`src/rtl/mips_pkg.sv`:
```
// Shared definitions for the MIPS pipeline: fetch FSM states, bubble word,
// PC increment and the IF/ID field widths.
package mips_pkg;

  typedef enum logic [1:0] {
    ST_REQ   = 2'd0,
    ST_HOLD  = 2'd1,
    ST_DRAIN = 2'd2
  } fetch_state_t;

  localparam int          INSTR_W   = 32;
  localparam int          NPC_W     = 32;
  localparam logic [31:0] NOP_INSTR = 32'h0000_0000;
  localparam logic [31:0] PC_STEP   = 32'd4;

  function automatic logic [31:0] align_word(input logic [31:0] a);
    return {a[31:2], 2'b00};
  endfunction

endpackage

```
`src/rtl/if_id_reg.sv`:
```
// IF/ID pipeline register: load enable plus flush-to-bubble (flush wins).
module if_id_reg
  import mips_pkg::*;
#(
  parameter logic [INSTR_W-1:0] NOP = NOP_INSTR
) (
  input  logic               i_clk,
  input  logic               i_rst,
  input  logic               i_load,
  input  logic               i_flush,
  input  logic [INSTR_W-1:0] i_instr,
  input  logic [NPC_W-1:0]   i_npc,
  output logic [INSTR_W-1:0] o_instr,
  output logic [NPC_W-1:0]   o_npc,
  output logic               o_valid
);

  logic [INSTR_W-1:0] r_instr;
  logic [NPC_W-1:0]   r_npc;
  logic               r_valid;

  always_ff @(posedge i_clk or posedge i_rst) begin
    if (i_rst) begin
      r_instr <= NOP;
      r_npc   <= '0;
      r_valid <= 1'b0;
    end else if (i_flush) begin
      r_instr <= NOP;
      r_npc   <= '0;
      r_valid <= 1'b0;
    end else if (i_load) begin
      r_instr <= i_instr;
      r_npc   <= i_npc;
      r_valid <= 1'b1;
    end
  end

  assign o_instr = r_instr;
  assign o_npc   = r_npc;
  assign o_valid = r_valid;

endmodule

```
`src/rtl/i_fetch.sv`:
```
// Instruction-fetch stage: owns the PC, runs the imem req/ready handshake,
// absorbs stalls in a one-entry hold buffer and flushes on redirect.
module i_fetch
  import mips_pkg::*;
#(
  parameter logic [31:0] RESET_PC  = 32'h0000_0000,
  parameter logic [31:0] NOP_INSTR = mips_pkg::NOP_INSTR
) (
  input  logic        CLK,
  input  logic        RST,
  input  logic        stall,
  input  logic        redirect,
  input  logic [31:0] redirect_target,
  output logic        imem_req,
  output logic [31:0] imem_addr,
  input  logic        imem_ready,
  input  logic [31:0] imem_rdata,
  output logic [31:0] instruction_out,
  output logic [31:0] npc_out,
  output logic        valid_out,
  output logic [31:0] pc_out
);

  fetch_state_t r_state;
  logic [31:0]  r_pc;
  logic [31:0]  r_fetch_addr;
  logic [31:0]  r_buf;

  logic [31:0]  w_target;
  logic [31:0]  w_next_seq;
  logic         w_load;
  logic         w_flush;
  logic [31:0]  w_ifid_instr;

  assign w_target   = align_word(redirect_target);
  assign w_next_seq = r_fetch_addr + PC_STEP;

  always_comb begin
    w_load       = 1'b0;
    w_flush      = 1'b0;
    w_ifid_instr = imem_rdata;
    case (r_state)
      ST_REQ: begin
        if (redirect)          w_flush = 1'b1;
        else if (imem_ready)   w_load  = !stall;
        else                   w_flush = !stall;
      end
      ST_HOLD: begin
        w_ifid_instr = r_buf;
        if (redirect)          w_flush = 1'b1;
        else                   w_load  = !stall;
      end
      default:                 w_flush = 1'b1;
    endcase
  end

  always_ff @(posedge CLK or posedge RST) begin
    if (RST) begin
      r_state      <= ST_REQ;
      r_pc         <= RESET_PC;
      r_fetch_addr <= RESET_PC;
      r_buf        <= '0;
    end else begin
      case (r_state)
        ST_REQ: begin
          if (redirect) begin
            r_pc <= w_target;
            if (imem_ready) r_fetch_addr <= w_target;
            else            r_state      <= ST_DRAIN;
          end else if (imem_ready) begin
            if (stall) begin
              r_buf   <= imem_rdata;
              r_state <= ST_HOLD;
            end else begin
              r_pc         <= w_next_seq;
              r_fetch_addr <= w_next_seq;
            end
          end
        end
        ST_HOLD: begin
          if (redirect) begin
            r_pc         <= w_target;
            r_fetch_addr <= w_target;
            r_state      <= ST_REQ;
          end else if (!stall) begin
            r_pc         <= w_next_seq;
            r_fetch_addr <= w_next_seq;
            r_state      <= ST_REQ;
          end
        end
        ST_DRAIN: begin
          // The stale request keeps its address; only its completion retargets.
          if (redirect) r_pc <= w_target;
          if (imem_ready) begin
            r_fetch_addr <= redirect ? w_target : r_pc;
            r_state      <= ST_REQ;
          end
        end
        default: r_state <= ST_REQ;
      endcase
    end
  end

  if_id_reg #(.NOP(NOP_INSTR)) u_if_id (
    .i_clk   (CLK),
    .i_rst   (RST),
    .i_load  (w_load),
    .i_flush (w_flush),
    .i_instr (w_ifid_instr),
    .i_npc   (w_next_seq),
    .o_instr (instruction_out),
    .o_npc   (npc_out),
    .o_valid (valid_out)
  );

  assign imem_req  = (r_state != ST_HOLD) && !RST;
  assign imem_addr = r_fetch_addr;
  assign pc_out    = r_pc;

endmodule

```
`config.mk`:
```
export PLATFORM = sky130hd
export DESIGN_NAME = i_fetch
export DESIGN_NICKNAME = d
export VERILOG_FILES = /design/src/rtl/mips_pkg.sv /design/src/rtl/if_id_reg.sv /design/src/rtl/i_fetch.sv
export SDC_FILE = /design/constraint.sdc
export NUM_CORES = 1
export LEC_CHECK = 0
export CORE_MARGIN = 8
export CORE_UTILIZATION = 25
export CTS_CLUSTER_DIAMETER = 40
export DETAILED_ROUTE_END_ITERATION = 10
export PLACE_DENSITY = 0.46
export SYNTH_ARGS = -nofsm -noshare
export SYNTH_HDL_FRONTEND = slang
export SYNTH_SLANG_ARGS = --single-unit
export TNS_END_PERCENT = 20
```
`constraint.sdc`:
```
create_clock -name CLK -period 6.54 [get_ports CLK]
set_input_delay 0.654 -clock CLK [delete_from_list [all_inputs] [get_ports CLK]]
set_output_delay 0.654 -clock CLK [all_outputs]
set_load 0.005 [all_outputs]
```
==> results_dict.tcl <==
set metrics [dict create \
    gr-usage-met2_pct 24.9 \
    clkLatencyLatePin_ps 440 \
    synth.most_common_cell "dfrtp_1" \
    arrival_ps 3490 \
    syn_to_final_growth_pct 37.5 \
    route.antenna.remaining_nets 0 \
    synthAdderAreaFrac_pct 0.160 \
    setup_slack_ps 3420 \
    min-delay-start "u_if_id.o_npc[30]" \
    final_util_pct 35.0 \
    numCtsBuffers 17 \
    met1_usage_pct 19.0 \
    grt_max_degree 73 \
    syn_area_per_cell_sq_um 9.97 \
    place_area_sq_um 10200 \
    place_hpwl_um 19400 \
    ys_ff_latch 163 \
    num_vias 6665 \
    clkTransAtPathRegs_ps 70 \
    p_sw_mw 0.973 \
    max-cap-violations 0 \
    overflow 0 \
    synthXorXnorAreaFrac_pct 2.47 \
    synth_warnings 0 \
    synth_top_flop_cell "dfrtp_1" \
    synth_top_area_share_pct 52.2 \
    p_int_mw 2.05 \
    worst_ep_required_time_ps 6910 \
    wl_um 28300 \
    cp_max_fo 42 \
    synthDistinctLibCells 62 \
    wire_per_inst_um 20.8 \
    nNetsFinal 1024 \
    timing_worst_setup_path_type "flop to flop" \
    dp_cells 1331 \
    skew_ps 15.7 \
    via_per_inst 4.89 \
    synth_area_sq_um 7820 \
    fmax_ghz 0.320 \
    pwr-share-clk_pct 33.7 \
    cts_hold_buf 0 \
    synthCells 784 \
    grtUsageMet3_pct 6.05 \
    relSlewSlack_pct 38.6 \
    grt_pass1_vias 6912 \
    fp.dieW_um 193 \
    ys_seq_area_share_pct 52.2 \
    grt_pass1_wl_um 43200 \
    syn_nets 854 \
    setup_viol 0 \
    cts_sinks 163 \
    slew_viol_final 0 \
    ys_top_cells_by_count "dfrtp_1 (163), nand2_1 (108), o21ai_0 (90)" \
    initial_core_util_pct 25.5 \
    h-tree-depth 4 \
    hold_path.class "flop to flop" \
    reg2reg_from "r_state[1]" \
    synth_top_cell_by_area "dfrtp_1" \
    synth.area.mux_share_pct 9.40 \
    swShare_pct 32.2 \
    cts_resized 0 \
    comb_power_share_pct 22.6 \
    die_y_um 193 \
    hold_ws_ps 481 \
    coreArea_sq_um 30700 \
    design_area_sq_um 10700 \
    async_flop_share_pct 100 \
    clock_path_buffers 2 \
    p_leak_nw 4.30 \
    hold_violations 0 \
    worst_slew_pin_slew_ps 917 \
    ir_drop_v 0.000146 \
    reg2reg_to "imem_addr[30]" \
    powerDensity_nw_per_um2 282 \
    dr.pass1.iters 5 \
    cts_tree "done" \
    clockRootBuffer "clkbuf_16" \
    total_power_mw 3.03 \
    synth_edf_count 0 \
    r2r_cells 6 \
    port_buffers 196 \
    drt_iter0_drc 307 \
    r2r_slack_ps 3420 \
    period_needed_ps 3120 \
    p_seq_share_pct 43.7 \
    fin_crit_sh_pct 47.7 \
    track_usage_pct 15.3 \
    synth_top_family_by_area "compound AO/OA/AOI/OAI gates" \
    start_kind "flop" \
    crit_path_end_kind "flop" \
    tns_ps 0 \
    yosys-top-cells-area "dfrtp_1 (52%), o21ai_0 (5.8%), nand2_1 (5.2%), mux2_2 (5.0%), mux2i_1 (4.4%)" \
    busiest_layer "met2" \
    synth-simple-area-share_pct 15.4 \
    boundaryPins 199 \
    layout-drive-gt1-share_pct 10.4 \
    status "complete, no violations" \
    rsz0062_at_grt "no" \
    drc 0 \
    post-cts-setup-buffers 0 \
    gp_congestion 0.771 \
    post-place-ws_ps 3170 \
    die-area_sq_um 37200 \
    synth_compound_area_share_pct 17.0 \
    rows 64 \
    hold_end "u_if_id.o_npc[30]" \
    stdcell_count 1364 \
    antenna_found_initial 3 \
    whs_path_depth 2 \
]
power groups by stage:
stage	clock [mW]	combinational, mW	sequential, mW
5_1_grt	1.10	0.755	1.35
2_1_floorplan	0	0.336	1.29
3_5_place_dp	0	0.699	1.34
4_1_cts	1.06	0.702	1.32
6_report	1.02	0.684	1.32
3_3_place_gp	0	0.694	1.34
critical path, stage by stage (launching register included):
cell     delay (ps)
dfrtp_1         520
nor2b_2         230
nor2_2          590
nand2_2         730
buf_4           500
or3_1           380
nand3_1          80
cells in the final DEF (no fill, tap or decap), types with 5 or more instances in the layout:
cell             count
a21o_1               7
a21oi_1             51
a221o_1              8
a22o_1               5
a22oi_1              9
buf_4               12
clkbuf_16           17
clkdlybuf4s50_1    195
dfrtp_1            163
inv_1                7
inv_6                5
mux2_2              35
mux2i_1             34
nand2_1            108
nand3_1             17
nand4_1              9
nor2_1              49
nor3_1               8
nor4_1               5
o21ai_0             90
o21ai_1              7
or3_1                6
xnor2_1             15
xor2_1               7
cells by family after synthesis:
| family | count (synthesis) |
|---|---|
| DFF | 163 |
| AOI/OAI and AO/OA | 220 |
| buffers and inverters | 65 |
| xor gates and xnor gates | 22 |
| muxes | 69 |
| and+or+nand+nor | 244 |
| adders and majority gates | 1 |
layout make-up:
class	count	area (sq um)
well taps	396	495
fillers	3159	19900
clock inverters	14	154
multi-input cells	556	3500
clock buffers	18	439
inverters	8	35.0
flip-flops and latches	163	4080
repair buffers	208	2050
diodes	1	2.50
metal layers:
metal | part of all wire (%) | vias up
met1 | 43 | 3305
li1 | - | 3150
met5 | 0.095 | -
met2 | 47 | 186
met3 | 9.3 | 20
met4 | 0.80 | 4
state kept, by name (all words and copies together) (netlist names):
register	count
r_state	2
imem_addr	32
u_if_id.o_instr	32
u_if_id.o_npc	32
pc_out	32
u_if_id.o_valid	1
r_buf	32
how the worst max path moves through the flow:
stage / start / end / slack [ps] / depth (start not counted)
floorplan: RST / imem_addr[0] / 1480 / 1
global placement: redirect / imem_addr[18] / 3160 / 9
detailed placement: redirect / imem_addr[30] / 3170 / 8
CTS: r_state[1] / imem_addr[30] / 3350 / 6
global route: r_state[1] / imem_addr[31] / 3180 / 6
finish: r_state[1] / imem_addr[30] / 3420 / 6
(Power assumes the default switching activity.)
